### config.mk
export PLATFORM = sky130hd
export DESIGN_NAME = port_power_detector_flat
export DESIGN_NICKNAME = d
export VERILOG_FILES = /design/src/rtl/port_power_detector_if.sv /design/src/rtl/port_power_detector.sv /design/src/flat_wrapper.sv
export SDC_FILE = /design/constraint.sdc
export NUM_CORES = 1
export LEC_CHECK = 0
export BUFFER_PORTS_ARGS = -buffer_cell sky130_fd_sc_hd__buf_2
export CAP_MARGIN = 20
export CELL_PAD_IN_SITES_DETAIL_PLACEMENT = 1
export CELL_PAD_IN_SITES_GLOBAL_PLACEMENT = 1
export CORE_ASPECT_RATIO = 0.8
export CORE_UTILIZATION = 50
export DETAILED_ROUTE_END_ITERATION = 8
export PLACE_DENSITY = 0.94
export SETUP_SLACK_MARGIN = 0.2
export SLEW_MARGIN = 20
export SYNTH_ARGS = -nofsm -noshare
export SYNTH_HDL_FRONTEND = slang
export SYNTH_SLANG_ARGS = --single-unit
### constraint.sdc
create_clock -name clk -period 6.1 [get_ports clk]
set_clock_uncertainty 0.05 [all_clocks]
set_input_delay 0.915 -clock clk [delete_from_list [all_inputs] [get_ports clk]]
set_output_delay 0.915 -clock clk [all_outputs]
set_load 0.01 [all_outputs]
### src/rtl/port_power_detector_if.sv
// Receive I/Q sample stream into the detector and averaged-power result stream out of it.
// The slave modport is the detector side; the master modport is the producer/consumer side.
interface port_power_detector_if #(
    parameter int DW   = 12,
    parameter int NPTS = 64
);
    localparam int IW = (NPTS > 1) ? $clog2(NPTS) : 1;

    logic                 s_valid;
    logic                 s_ready;
    logic signed [DW-1:0] s_i;
    logic signed [DW-1:0] s_q;
    logic                 m_valid;
    logic                 m_ready;
    logic [2*DW-1:0]      m_power;
    logic [IW-1:0]        m_index;
    logic                 m_last;

    modport master (
        output s_valid, s_i, s_q, m_ready,
        input  s_ready, m_valid, m_power, m_index, m_last
    );

    modport slave (
        input  s_valid, s_i, s_q, m_ready,
        output s_ready, m_valid, m_power, m_index, m_last
    );
endinterface

### src/rtl/port_power_detector.sv
// Per-sweep-point power detector: drops a settling window, averages |I|^2+|Q|^2 over
// 2^LOG2_N samples, hands one power word per point downstream and tracks the peak point.
module port_power_detector #(
    parameter int DW     = 12,
    parameter int LOG2_N = 4,
    parameter int NPTS   = 64,
    parameter int SETTLE = 8,
    localparam int IW    = (NPTS > 1) ? $clog2(NPTS) : 1
) (
    input  logic                  clk,
    input  logic                  rst_n,
    input  logic                  start,
    port_power_detector_if.slave  s,
    output logic                  busy,
    output logic                  done,
    output logic [IW-1:0]         peak_index,
    output logic [2*DW-1:0]       peak_power
);
    localparam int PW = 2 * DW;
    localparam int AW = PW + LOG2_N;
    localparam int SW = (SETTLE > 1) ? $clog2(SETTLE) : 1;
    localparam int CW = ((SW > LOG2_N) ? SW : LOG2_N) + 1;

    localparam logic [CW-1:0] SETTLE_LAST = (SETTLE > 0) ? CW'(SETTLE - 1) : '0;
    localparam logic [CW-1:0] ACCUM_LAST  = CW'((1 << LOG2_N) - 1);
    localparam logic [IW-1:0] LAST_INDEX  = IW'(NPTS - 1);

    typedef enum logic [1:0] {
        ST_IDLE,
        ST_SETTLE,
        ST_ACCUM,
        ST_EMIT
    } state_t;

    // With no settling window a point goes straight to integration.
    localparam state_t POINT_ENTRY = (SETTLE > 0) ? ST_SETTLE : ST_ACCUM;

    function automatic logic [PW-1:0] sample_power(input logic signed [DW-1:0] i,
                                                   input logic signed [DW-1:0] q);
        logic signed [PW-1:0] iw;
        logic signed [PW-1:0] qw;
        logic signed [PW-1:0] ii;
        logic signed [PW-1:0] qq;
        iw = PW'(i);
        qw = PW'(q);
        ii = iw * iw;
        qq = qw * qw;
        // Two squares of a DW-bit signed value top out at 2^(2*DW-1), so the sum fits PW bits.
        return $unsigned(ii) + $unsigned(qq);
    endfunction

    function automatic logic [PW-1:0] average(input logic [AW-1:0] acc);
        return acc[AW-1:LOG2_N];
    endfunction

    state_t          state_q, state_d;
    logic [CW-1:0]   cnt_q, cnt_d;
    logic [AW-1:0]   acc_q, acc_d;
    logic [IW-1:0]   idx_q, idx_d;
    logic            m_valid_q, m_valid_d;
    logic [PW-1:0]   m_power_q, m_power_d;
    logic [IW-1:0]   m_index_q, m_index_d;
    logic            m_last_q, m_last_d;
    logic            done_q, done_d;
    logic [IW-1:0]   peak_index_q, peak_index_d;
    logic [PW-1:0]   peak_power_q, peak_power_d;

    logic            s_ready_int;
    logic            accept;
    logic [AW-1:0]   acc_sum;
    logic [PW-1:0]   point_power;

    assign s_ready_int = (state_q == ST_SETTLE) || (state_q == ST_ACCUM);
    assign accept      = s.s_valid && s_ready_int;

    always_comb begin
        state_d      = state_q;
        cnt_d        = cnt_q;
        acc_d        = acc_q;
        idx_d        = idx_q;
        m_valid_d    = m_valid_q;
        m_power_d    = m_power_q;
        m_index_d    = m_index_q;
        m_last_d     = m_last_q;
        done_d       = 1'b0;
        peak_index_d = peak_index_q;
        peak_power_d = peak_power_q;
        acc_sum      = acc_q + AW'(sample_power(s.s_i, s.s_q));
        point_power  = average(acc_sum);

        case (state_q)
            ST_IDLE: begin
                if (start) begin
                    idx_d        = '0;
                    cnt_d        = '0;
                    acc_d        = '0;
                    peak_index_d = '0;
                    peak_power_d = '0;
                    state_d      = POINT_ENTRY;
                end
            end
            ST_SETTLE: begin
                if (accept) begin
                    if (cnt_q == SETTLE_LAST) begin
                        cnt_d   = '0;
                        acc_d   = '0;
                        state_d = ST_ACCUM;
                    end else begin
                        cnt_d = cnt_q + 1'b1;
                    end
                end
            end
            ST_ACCUM: begin
                if (accept) begin
                    if (cnt_q == ACCUM_LAST) begin
                        cnt_d     = '0;
                        acc_d     = '0;
                        m_valid_d = 1'b1;
                        m_power_d = point_power;
                        m_index_d = idx_q;
                        m_last_d  = (idx_q == LAST_INDEX);
                        // Strict compare: on a tie the earlier point stays the peak.
                        if ((idx_q == '0) || (point_power > peak_power_q)) begin
                            peak_index_d = idx_q;
                            peak_power_d = point_power;
                        end
                        state_d = ST_EMIT;
                    end else begin
                        acc_d = acc_sum;
                        cnt_d = cnt_q + 1'b1;
                    end
                end
            end
            ST_EMIT: begin
                if (s.m_ready) begin
                    m_valid_d = 1'b0;
                    m_last_d  = 1'b0;
                    if (idx_q == LAST_INDEX) begin
                        done_d  = 1'b1;
                        state_d = ST_IDLE;
                    end else begin
                        idx_d   = idx_q + 1'b1;
                        state_d = POINT_ENTRY;
                    end
                end
            end
            default: state_d = ST_IDLE;
        endcase
    end

    always_ff @(posedge clk or negedge rst_n) begin
        if (!rst_n) begin
            state_q      <= ST_IDLE;
            cnt_q        <= '0;
            acc_q        <= '0;
            idx_q        <= '0;
            m_valid_q    <= 1'b0;
            m_power_q    <= '0;
            m_index_q    <= '0;
            m_last_q     <= 1'b0;
            done_q       <= 1'b0;
            peak_index_q <= '0;
            peak_power_q <= '0;
        end else begin
            state_q      <= state_d;
            cnt_q        <= cnt_d;
            acc_q        <= acc_d;
            idx_q        <= idx_d;
            m_valid_q    <= m_valid_d;
            m_power_q    <= m_power_d;
            m_index_q    <= m_index_d;
            m_last_q     <= m_last_d;
            done_q       <= done_d;
            peak_index_q <= peak_index_d;
            peak_power_q <= peak_power_d;
        end
    end

    assign s.s_ready  = s_ready_int;
    assign s.m_valid  = m_valid_q;
    assign s.m_power  = m_power_q;
    assign s.m_index  = m_index_q;
    assign s.m_last   = m_last_q;
    assign busy       = (state_q != ST_IDLE);
    assign done       = done_q;
    assign peak_index = peak_index_q;
    assign peak_power = peak_power_q;

endmodule
### src/flat_wrapper.sv
// flat-port wrapper written by rule: the top's interface ports become plain ports
module port_power_detector_flat 
#(
    parameter int DW     = 12,
    parameter int LOG2_N = 4,
    parameter int NPTS   = 64,
    parameter int SETTLE = 8,
    localparam int IW    = (NPTS > 1) ? $clog2(NPTS) : 1
)
  (clk, rst_n, start, busy, done, peak_index, peak_power, s_s_valid, s_s_i, s_s_q, s_m_ready, s_s_ready, s_m_valid, s_m_power, s_m_index, s_m_last);
  port_power_detector_if #(.DW(DW), .NPTS(NPTS)) s_i ();
  input  logic clk;
  input  logic rst_n;
  input  logic start;
  output logic busy;
  output logic done;
  output logic [IW-1:0] peak_index;
  output logic [2*DW-1:0] peak_power;
  input wire logic [$bits(s_i.s_valid)-1:0] s_s_valid;
  input wire logic [$bits(s_i.s_i)-1:0] s_s_i;
  input wire logic [$bits(s_i.s_q)-1:0] s_s_q;
  input wire logic [$bits(s_i.m_ready)-1:0] s_m_ready;
  output wire logic [$bits(s_i.s_ready)-1:0] s_s_ready;
  output wire logic [$bits(s_i.m_valid)-1:0] s_m_valid;
  output wire logic [$bits(s_i.m_power)-1:0] s_m_power;
  output wire logic [$bits(s_i.m_index)-1:0] s_m_index;
  output wire logic [$bits(s_i.m_last)-1:0] s_m_last;
  assign s_i.s_valid = s_s_valid;
  assign s_i.s_i = s_s_i;
  assign s_i.s_q = s_s_q;
  assign s_i.m_ready = s_m_ready;
  assign s_s_ready = s_i.s_ready;
  assign s_m_valid = s_i.m_valid;
  assign s_m_power = s_i.m_power;
  assign s_m_index = s_i.m_index;
  assign s_m_last = s_i.m_last;
  port_power_detector #(.DW(DW), .LOG2_N(LOG2_N), .NPTS(NPTS), .SETTLE(SETTLE)) u_core (.clk(clk), .rst_n(rst_n), .start(start), .s(s_i), .busy(busy), .done(done), .peak_index(peak_index), .peak_power(peak_power));
endmodule
==> reports/qor.txt, run 1 <==
DP HPWL = 52700 um
Top cell type's share of synthesized area = 35.4%
IO buf count = 93
Synthesized instance count = 1700
Chip Height = 162 um
Die Width = 202 um
Top-count cell post-synth = inv_1
# clock sinks = 104
Gr ovfl total = 149
Outcome = stopped before the end
YS warnings = 0
Register bit total from synthesis = 104
Sequential area share after synthesis = 16.3%
RePlAce Congestion = 0.919
Syn nets = 2160
Hold-fix buffers, CTS = 0
GRT Total Usage = 79.9%
Cell taking the most area after synthesis = fa_1
Initial Utilization = 50.8%
Failed at = global routing (5_1_grt)
Synthesized area per cell = 9.37 um2
CTS max path bufs = 2
Synthesized cell area = 15900 um2
Post-synth EDFFs = 0
Ys async rst share = 100%
Synth area leaders = fa_1 (35%), dfrtp_1 (16%), ha_1 (12%), inv_1 (9.9%), nand2_1 (3.9%)
Root Driver = clkbuf_16
Yosys cell types = 56
Log Error = [ERROR GRT-0232] Routing congestion too high. Check the congestion heatmap in the GUI.
Dpl ws = -4760 ps
I/O pins = 94
Most frequent cells after synthesis = inv_1 (420), fa_1 (282), nand2_1 (165)
H-tree depth = 3
Synth Flop Type = dfrtp_1
Row count = 58
CTS buffer count = 9
Largest net degree at the start of global routing = 61
## stage by stage
| step | instances | utilization [%] | area [um2] |
|---|---|---|---|
| CTS | 2505 | 67.4 | 21100 |
| floorplan | 1700 | - | 16400 |
| detailed placement | 2440 | 61.1 | 19200 |
| global placement | 2440 | 61.1 | 19200 |
## kinds of logic after synthesis
group | share of synthesized area, %
mux | 1.60
simple gates | 10.4
flops | 16.3
xor+xnor | 3.63
fa+ha+maj | 47.2
compound gates | 9.69
buf+inv | 11.1
## layer usage
| metal | overflow | GRT usage (%) |
|---|---|---|
| met4 | 62 | 81.1 |
| met1 | 6 | 78.6 |
| met2 | 75 | 95.6 |
| met3 | 4 | 65.5 |
| met5 | 2 | 46.7 |
## what timing repair did
item,4_1_cts
cloned,1
setup endpoints to repair,76
pin swaps,136
hold endpoints to repair,0
setup buffers,48
gates resized for setup,314
==> run 2: changes to the inputs <==
--- a/config.mk
+++ b/config.mk
@@ -7,13 +7,9 @@
 export LEC_CHECK = 0
 export BUFFER_PORTS_ARGS = -buffer_cell sky130_fd_sc_hd__buf_2
 export CAP_MARGIN = 20
-export CELL_PAD_IN_SITES_DETAIL_PLACEMENT = 1
-export CELL_PAD_IN_SITES_GLOBAL_PLACEMENT = 1
-export CORE_ASPECT_RATIO = 0.8
-export CORE_UTILIZATION = 50
+export CORE_UTILIZATION = 36
 export DETAILED_ROUTE_END_ITERATION = 8
-export PLACE_DENSITY = 0.94
-export SETUP_SLACK_MARGIN = 0.2
+export PLACE_DENSITY_LB_ADDON = 0.15
 export SLEW_MARGIN = 20
 export SYNTH_ARGS = -nofsm -noshare
 export SYNTH_HDL_FRONTEND = slang
==> reports/qor.txt, run 2 <==
Vias = 12500
YS warnings = 0 (unchanged)
WL/cell = 15.6 um
Outcome = finished, violations left
Largest stage delay, worst path = 630 ps
Setup-failing EPs final = 71
Chip Height = 212 um (+31%)
DP HPWL = 35200 um (-33%)
Final WL = 42000 um
RePlAce Congestion = 0.861 (-6.3%)
Ys async rst share = 100% (unchanged)
Final core occ = 49.9%
# clock sinks = 104 (unchanged)
CTS max path bufs = 2 (unchanged)
# DRC = 0
Layout area overhead = 35.9%
Row count = 76 (+31%)
Most frequent cells after synthesis = inv_1 (420), fa_1 (282), nand2_1 (165)
Critical Path AT = 9750 ps
Slew @ Worst Pin = 1050 ps
Total negative slack = -164440 ps
Routed Antenna Nets = 0
Root Driver = clkbuf_16
Register bit total from synthesis = 104 (unchanged)
I/O pins = 94 (unchanged)
Synthesized cell area = 15900 um2 (unchanged)
Core area = 43400 um2
Fill count = 4020
Hold Path Class = flip-flop to flip-flop
Synthesized instance count = 1700 (unchanged)
Fin. max-slew vios = 0
Initial Utilization = 36.7% (-14 points)
Fin. Hold Viols = 0
Cell mode on critical path = fa_1
Yosys cell types = 56 (unchanged)
DRT iter0 DRCs = 453
Max cap viols = 0
Final Critical Period = 9540 ps
CTS tree = yes
Hold-fix buffers, CTS = 0 (unchanged)
Synth area leaders = fa_1 (35%), dfrtp_1 (16%), ha_1 (12%), inv_1 (9.9%), nand2_1 (3.9%)
Worst-Skew Late Latency = 350 ps
Max FO, Critical Path = 7
RSZ-0062 raised after global routing = yes
Synthesized area per cell = 9.37 um2 (unchanged)
Crit path launch type = input port
Gr ovfl total = 0
Die Width = 212 um (+5.4%)
Cell taking the most area after synthesis = fa_1
Final Cycle Share = 156%
Largest net degree at the start of global routing = 67
Largest register FFs = 28
Dpl ws = -4210 ps (+553 ps)
Final WS setup = -3440 ps
Top reg by flops = u_core.acc_q
Slowest CP cell = fa_1
Sequential area share after synthesis = 16.3% (unchanged)
Initial antenna violation count = 1
Commonest non-fill, non-tap cell in the layout = inv_1
Share of layout cells above drive strength 1 = 34.1%
Syn nets = 2160 (unchanged)
Top-count cell post-synth = inv_1
CP required = 6310 ps
Max Fclk = 0.105 GHz
H-tree depth = 3 (unchanged)
IO buf count = 93 (unchanged)
First-pass GRT wire length = 71000 um
Top cell type's share of synthesized area = 35.4% (unchanged)
Relative slew slack = 29.9%
CTS buffer count = 9 (unchanged)
Most frequent cells in the layout = inv_1 (382), buf_4 (282), fa_1 (269), nand2_1 (144), ha_1 (125)
Reg clk slew, reported paths = 70 ps
GRT Total Usage = 19.9%
Vias/cell = 4.66
Nets = 2561
DIE AREA = 45100 um2
CP Class = input port to flip-flop
Post-synth EDFFs = 0 (unchanged)
Number of global-route vias before repair = 13600
Synth Flop Type = dfrtp_1
Violated checks = setup timing
Drt first pass iters = 5
Worst setup EP type = flip-flop
==> run 2: critical path, delay by kind of cell <==
family | cells | cell delay [ps]
fa+ha+maj | 10 | 4350
compound gates | 12 | 1780
simple gates | 5 | 1120
buf+inv | 10 | 1250
xor+xnor | 2 | 330
==> run 2: final timing paths <==
check	start	endpoint	slack, ps	cells after the start
min reg2reg	u_core.s.m_index[1]	u_core.s.m_index[1]	430	2
max in group asynchronous	rst_n	u_core.acc_q[17]	4280	2
max reg2reg	u_core.acc_q[0]	u_core.peak_index[0]	1490	19
min	u_core.s.m_index[1]	u_core.s.m_index[1]	430	2
min in group asynchronous	rst_n	u_core.s.m_valid	470	1
max	s_s_i[9]	u_core.peak_index[0]	-3440	39
==> run 2: cell families (layout without fill, tap and decap cells) <==
group	count (synthesis)	in the layout	share of synthesized area (%)
other cells	0	1	0
fa+ha+maj	431	431	47.2
simple gates	363	365	10.4
flops	104	104	16.3
xor+xnor	66	66	3.63
mux	23	23	1.60
buf+inv	472	876	11.1
compound gates	241	241	9.69
==> run 2: layer usage <==
metal  up-vias  global-route usage, %  part of all wire, %
li1       6049                      -                    -
met1      6226                   28.9                   47
met2       229                   32.6                   48
met3        37                   1.98                  3.7
met4         0                   3.42                  1.5
met5         -                      0                    0
==> run 2: stage by stage <==
step	std cells	area, um2	hold slack, ps
after floorplan	1700	16400	403
after global placement	2620	19500	412
after detailed placement	2620	19500	418
after CTS	2680	20900	436
after global routing	2692	21600	464
final	2692	21600	430
==> run 2: cell type report <==
cell class | count | area [um2] | share of cell area, %
antenna | 1 | 2.50 | 0.0116
tap | 585 | 732 | 3.38
inverter | 422 | 1600 | 7.39
multi-input combinational | 1126 | 12900 | 59.6
sequential | 104 | 2600 | 12.0
clock inverter | 5 | 41.3 | 0.191
timing repair buffer | 438 | 3520 | 16.2
clock buffer | 11 | 243 | 1.12
==> run 2: timing repair <==
| action | in CTS | in global routing |
|---|---|---|
| setup buffers | 49 | 20 |
| pin swaps | 109 | 97 |
| resized for setup | 201 | 147 |
| gates cloned | 3 | 2 |
| setup endpoints to repair | 74 | 74 |
Power of run 2 is not shown: default switching activity piles up to over one toggle a cycle in this logic, so the estimate is an artifact.
